==> src/rtl/phy_pkg.sv <==
// Shared phy definitions: idle word, slot timing defaults and the
// scheduler state encoding. Also used by phy_tx/phy_rx for idle detection.
package phy_pkg;

  localparam int unsigned SLOT_LEN_DEF  = 32;
  localparam int unsigned CNT_W_DEF     = $clog2(SLOT_LEN_DEF);
  localparam logic [31:0] IDLE_WORD_DEF = 32'hBCBCBCBC;

  typedef enum logic {
    ST_TRAIN  = 1'b0,
    ST_ACTIVE = 1'b1
  } tx_state_e;

  // True when a received/transmitted word is the idle filler.
  function automatic logic is_idle(input logic [31:0] word);
    return word == IDLE_WORD_DEF;
  endfunction

endpackage

==> src/rtl/phy_slot_cnt.sv <==
// Free-running word-slot counter.
// Ports:
//   clk_32f      - 32x word-rate clock
//   reset        - synchronous, active-high; forces cnt to 0
//   cnt_o        - position inside the current slot, 0..SLOT_LEN-1
//   slot_start_o - high while cnt_o == 0
//   boundary_o   - high while cnt_o == SLOT_LEN-1 (last cycle of a slot)
module phy_slot_cnt import phy_pkg::*; #(
  parameter int unsigned SLOT_LEN = SLOT_LEN_DEF,
  localparam int unsigned CNT_W   = $clog2(SLOT_LEN)
) (
  input  logic             clk_32f,
  input  logic             reset,
  output logic [CNT_W-1:0] cnt_o,
  output logic             slot_start_o,
  output logic             boundary_o
);

  logic [CNT_W-1:0] cnt_q;
  logic [CNT_W-1:0] cnt_d;

  // SLOT_LEN is a power of two, so the natural wrap of the adder is the
  // slot wrap; no compare-and-clear is needed.
  assign cnt_d = cnt_q + CNT_W'(1);

  always_ff @(posedge clk_32f) begin
    // NOTE: sequential state uses <= so every flop samples pre-edge values.
    if (reset) cnt_q <= '0;
    else       cnt_q <= cnt_d;
  end

  assign cnt_o        = cnt_q;
  assign slot_start_o = (cnt_q == '0);
  assign boundary_o   = (cnt_q == CNT_W'(SLOT_LEN - 1));

endmodule

==> src/rtl/phy_tx_sched.sv <==
// Word-slot scheduler in front of the phy transmitter. Two word sources
// share the 32-bit phy input under round-robin arbitration; each granted
// word occupies exactly one slot. After reset TRAIN_WORDS idle slots are
// sent before arbitration begins.
// Ports:
//   clk_32f, reset           - clock and synchronous active-high reset
//   data0_in/valid0_in       - source 0 word and request
//   ready0_out               - source 0 accepted this cycle
//   data1_in/valid1_in       - source 1 word and request
//   ready1_out               - source 1 accepted this cycle
//   data_out/valid_out       - word and valid to the phy
//   slot_start               - first cycle of every slot
//   src_out                  - source of the word in the current slot
//   training                 - high while the preamble is being sent
module phy_tx_sched import phy_pkg::*; #(
  parameter int unsigned SLOT_LEN    = SLOT_LEN_DEF,
  parameter int unsigned TRAIN_WORDS = 4,
  parameter logic [31:0] IDLE_WORD   = IDLE_WORD_DEF
) (
  input  logic        clk_32f,
  input  logic        reset,
  input  logic [31:0] data0_in,
  input  logic        valid0_in,
  output logic        ready0_out,
  input  logic [31:0] data1_in,
  input  logic        valid1_in,
  output logic        ready1_out,
  output logic [31:0] data_out,
  output logic        valid_out,
  output logic        slot_start,
  output logic        src_out,
  output logic        training
);

  localparam int unsigned CNT_W   = $clog2(SLOT_LEN);
  localparam int unsigned TRAIN_W = (TRAIN_WORDS > 1) ? $clog2(TRAIN_WORDS) : 1;

  logic [CNT_W-1:0]   cnt_unused;  // slot phase beyond start/boundary is not needed here
  logic               boundary;
  tx_state_e          state_q;
  logic [TRAIN_W-1:0] train_cnt_q;
  logic [31:0]        data_q;
  logic               valid_q;
  logic               src_q;
  logic               last_grant_q;
  logic               train_last;
  logic               arb_en;
  logic               grant0;
  logic               grant1;

  phy_slot_cnt #(
    .SLOT_LEN(SLOT_LEN)
  ) u_slot_cnt (
    .clk_32f     (clk_32f),
    .reset       (reset),
    .cnt_o       (cnt_unused),
    .slot_start_o(slot_start),
    .boundary_o  (boundary)
  );

  // The last training boundary already arbitrates, so the first word lands
  // in the slot right after the preamble.
  assign train_last = (state_q == ST_TRAIN) &&
                      (train_cnt_q == TRAIN_W'(TRAIN_WORDS - 1));

  // Reset gates the grant so readys stay low on a boundary that is aborted.
  assign arb_en = boundary && !reset && ((state_q == ST_ACTIVE) || train_last);

  always_comb begin
    // NOTE: default every output first so no path leaves it unassigned (no latch).
    grant0 = 1'b0;
    grant1 = 1'b0;
    if (arb_en) begin
      if (valid0_in && valid1_in) begin
        // Contention: the source that did not win last time goes now.
        grant0 = last_grant_q;
        grant1 = !last_grant_q;
      end else begin
        grant0 = valid0_in;
        grant1 = valid1_in;
      end
    end
  end

  always_ff @(posedge clk_32f) begin
    if (reset) begin
      state_q      <= ST_TRAIN;
      train_cnt_q  <= '0;
      data_q       <= IDLE_WORD;
      valid_q      <= 1'b0;
      src_q        <= 1'b0;
      last_grant_q <= 1'b1;
    end else if (boundary) begin
      if (state_q == ST_TRAIN) begin
        if (train_last) state_q     <= ST_ACTIVE;
        else            train_cnt_q <= train_cnt_q + TRAIN_W'(1);
      end
      if (grant0) begin
        data_q       <= data0_in;
        valid_q      <= 1'b1;
        src_q        <= 1'b0;
        last_grant_q <= 1'b0;
      end else if (grant1) begin
        data_q       <= data1_in;
        valid_q      <= 1'b1;
        src_q        <= 1'b1;
        last_grant_q <= 1'b1;
      end else begin
        // Empty slot: src and fairness history are kept.
        data_q  <= IDLE_WORD;
        valid_q <= 1'b0;
      end
    end
  end

  assign ready0_out = grant0;
  assign ready1_out = grant1;
  assign data_out   = data_q;
  assign valid_out  = valid_q;
  assign src_out    = src_q;
  assign training   = (state_q == ST_TRAIN);

endmodule

==> config.mk <==
export PLATFORM = sky130hd
export DESIGN_NAME = phy_tx_sched
export DESIGN_NICKNAME = d
export VERILOG_FILES = /design/src/rtl/phy_pkg.sv /design/src/rtl/phy_slot_cnt.sv /design/src/rtl/phy_tx_sched.sv
export SDC_FILE = /design/constraint.sdc
export NUM_CORES = 1
export LEC_CHECK = 0
export ABC_AREA = 1
export ABC_CLOCK_PERIOD_IN_PS = 3300
export BUFFER_PORTS_ARGS = -buffer_cell sky130_fd_sc_hd__buf_2
export CORE_UTILIZATION = 49
export DETAILED_ROUTE_END_ITERATION = 12
export PLACE_DENSITY = 0.88
export REMOVE_ABC_BUFFERS = 1
export SLEW_MARGIN = 10
export SYNTH_ARGS = -nofsm -noshare
export SYNTH_HDL_FRONTEND = slang
export SYNTH_SLANG_ARGS = --single-unit
==> constraint.sdc <==
create_clock -name clk_32f -period 3.3 [get_ports clk_32f]
set_input_delay 0.66 -clock clk_32f [delete_from_list [all_inputs] [get_ports clk_32f]]
set_output_delay 0.66 -clock clk_32f [all_outputs]
set_load 0.005 [all_outputs]
==> impl_metrics.env <==
export IMPL_cp_end_kind="primary output"
export IMPL_wire_per_inst_um=11.65
export IMPL_synth_most_common_cell="nand2_1"
export IMPL_cts_tree="built"
export IMPL_worst_pin_slew_ns=0.9655
export IMPL_cts_hold_buf=0
export IMPL_drc=0
export IMPL_cap_violations=0
export IMPL_slew_headroom_pct=35.49
export IMPL_cts_buffer_depth=2
export IMPL_area_delta_synth_final_pct=29.85
export IMPL_cts_setup_buffers=0
export IMPL_ant_nets=0
export IMPL_yosysTopAreaCellShare_pct=40.59
export IMPL_ys_seq_elements=43
export IMPL_multi_input_area_um2=1002
export IMPL_post_route_min_period_ns=2.525
export IMPL_yosys_area_top_type="dfxtp_1"
export IMPL_syn_area_um2=2121
export IMPL_synth_area_leaders="dfxtp_1 41%, nand3_1 13%, nand2_1 13%"
export IMPL_postSynthAreaPerCell_um2=6.797
export IMPL_globalplace_congestion=0.7372
export IMPL_dieArea_um2=4595
export IMPL_first_global_vias=1936
export IMPL_drv_slew=0
export IMPL_grt_antenna_before_repair=0
export IMPL_start_kind="flip-flop"
export IMPL_drive_gt1_share_pct=29.37
export IMPL_routed_wl_um=5382
export IMPL_startpoint="u_slot_cnt.cnt_o[0]$_SDFF_PP0_"
export IMPL_max_stage_delay_ns=0.38
export IMPL_worstHoldStart="u_slot_cnt.cnt_o[0]$_SDFF_PP0_"
export IMPL_path_max_fanout=7
export IMPL_dr_pass1_iters=4
export IMPL_hold_class="reg -> reg"
export IMPL_vias_per_cell=4.991
export IMPL_whs_ns=0.4562
export IMPL_synth_cells=312
export IMPL_yosysWarnings=0
export IMPL_power_leakage_nw=1.376
export IMPL_track_usage_pct=23.77
export IMPL_h_tree_depth=2
export IMPL_fin_nets=483
export IMPL_timing_rr_start="u_slot_cnt.cnt_o[0]$_SDFF_PP0_"
export IMPL_antenna_cells=0
export IMPL_num_vias=2306
export IMPL_cpMaxStageDelayCell="dfxtp_1"
export IMPL_num_io_pins=106
export IMPL_critical_path_class="reg -> out"
export IMPL_die_height_um=67.79
export IMPL_cp_top_family="adder cells"
export IMPL_synth_seq_area_share_pct=40.59
export IMPL_overflow=0
export IMPL_required_ns=2.64
export IMPL_cpMostUsedCell="nand2_1"
export IMPL_crit_buf_inv=2
export IMPL_fmax_mhz=396.1
export IMPL_regArea_um2=860.8
export IMPL_grt_pass1_wl_um=8197
export IMPL_core_area_um2=4086
export IMPL_ctsResizeCount=0
export IMPL_start_util_pct=51.90
export IMPL_fin_crit_sh_pct=76.51
export IMPL_synth_commonest_cells="73 x nand2_1, 57 x nand3_1, 45 x inv_1, 43 x dfxtp_1, 22 x a21oi_1"
export IMPL_ys_flop_type="dfxtp_1"
export IMPL_async_flop_share_pct=0
export IMPL_dpl_hpwl_um=3783
export IMPL_cts_sinks=43
export IMPL_cp_arrival_ns=1.86
export IMPL_nFillCells=376
export IMPL_cp_cell_sequence="ha_1 > nand2_1 > nor2_1 > ha_1 > nand2_1 > nor2_4 > nand2_1 > inv_1 > buf_2"
export IMPL_finalClockSkew_ns=0.006854
export IMPL_grt_max_degree=46
export IMPL_finalSetupViolations=0
export IMPL_hold_violations=0
export IMPL_cts_clk_slew_worst_paths_ns=0.08
export IMPL_fin_setup_tns_ns=0
export IMPL_fp_row_count=23
export IMPL_finalPower_mw=0.9155
export IMPL_status="complete, no violations"
export IMPL_ctsRootBufferMaster="clkbuf_8"
export IMPL_cts_buffers=5
export IMPL_rsz0062_at_grt="false"
export IMPL_synth_edf_count=0
export IMPL_irDropWorstVdd_v=0.0002113
export IMPL_drt_iter0_markers=132
export IMPL_numPortBuffers=105
export IMPL_clk_latency_ns=0.28
export IMPL_ys_types=19
export IMPL_power_density_nw_per_um2=332.5
export IMPL_die_x_um=67.79
## cell families after synthesis
logic type,Yosys count,share of synthesized area (%)
xor+xnor,1,0.4131
buf+inv,66,12.15
flops,43,40.59
fa+ha+maj,4,2.360
simple gates,168,37.05
compound gates,30,7.434
## placed cells by master, fill, tap and decap left out
cell type	Yosys	routed
nor3_1	1	1
clkinv_2	0	1
inv_2	2	2
nor2_1	16	16
xor2_1	1	1
o21ai_0	5	5
buf_2	8	105
o22ai_1	1	1
nand3_1	57	57
inv_1	45	45
a21boi_1	1	1
nand3b_1	20	20
nand2_1	73	73
nor2_4	1	1
a21oi_1	22	22
a21oi_2	1	1
dfxtp_1	43	43
buf_4	0	6
clkbuf_8	0	5
clkbuf_1	9	2
ha_1	4	4
## worst paths after layout
kind / to / slack, ns / depth (start not counted)
min: u_slot_cnt.cnt_o[0]$_SDFF_PP0_ / 0.46 / 1
max: ready1_out / 0.78 / 9
min reg2reg: u_slot_cnt.cnt_o[0]$_SDFF_PP0_ / 0.46 / 1
max reg2reg: src_out$_SDFFE_PP0P_ / 1.14 / 10
## state kept, by name, summed over array words and instances (netlist names)
register,flops
u_slot_cnt.cnt_o,5
last_grant_q,1
data_out,32
src_out,1
train_cnt_q,2
state_q,1
valid_out,1
## metrics by stage
stage | setup slack (ns) | area (um^2) | std cells | util [%]
finish | 0.7753 | 2754 | 462 | 67.39
CTS | 0.7626 | 2754 | 462 | 67.39
detailed placement | 1.091 | 2673 | 454 | 65.40
floorplan | 0.2511 | 2039 | 293 | -
global placement | 1.117 | 2673 | 454 | 65.40
global route | 0.5725 | 2754 | 462 | 67.39
## power breakdown
part / total, mW / leakage [nW] / switching (mW) / internal, mW
combinational: 0.0784 / 0.986 / 0.0378 / 0.0406
clock: 0.313 / 0.0422 / 0.165 / 0.149
sequential: 0.524 / 0.348 / 0.00271 / 0.521
## worst reg2reg max path, stage by stage (launching register included)
cell and delay (ns):
dfxtp_1 0.38, ha_1 0.19, nand2_1 0.07, nor2_1 0.10
ha_1 0.31, nand2_1 0.16, nor2_4 0.11, buf_4 0.39
nand2_1 0.13, a21oi_1 0.17, nor2_1 0.05
## metal layers
metal / track usage [%] / wire length (um) / up-vias
met4: 5.990 / 40 / 0
li1: - / - / 1184
met2: 42.70 / 2433 / 106
met1: 27.88 / 2434 / 1011
met3: 5.912 / 474 / 5
met5: 0 / 0 / -
## final cells by class
cell class	instances	area share, %
tap	50	2.272
timing repair buffer	111	20.72
clock buffer	7	2.771
sequential	43	31.26
inverter	47	6.406
multi-input combinational	203	36.39
clock inverter	1	0.1817
Note: power is estimated with default switching activity, not from simulation.
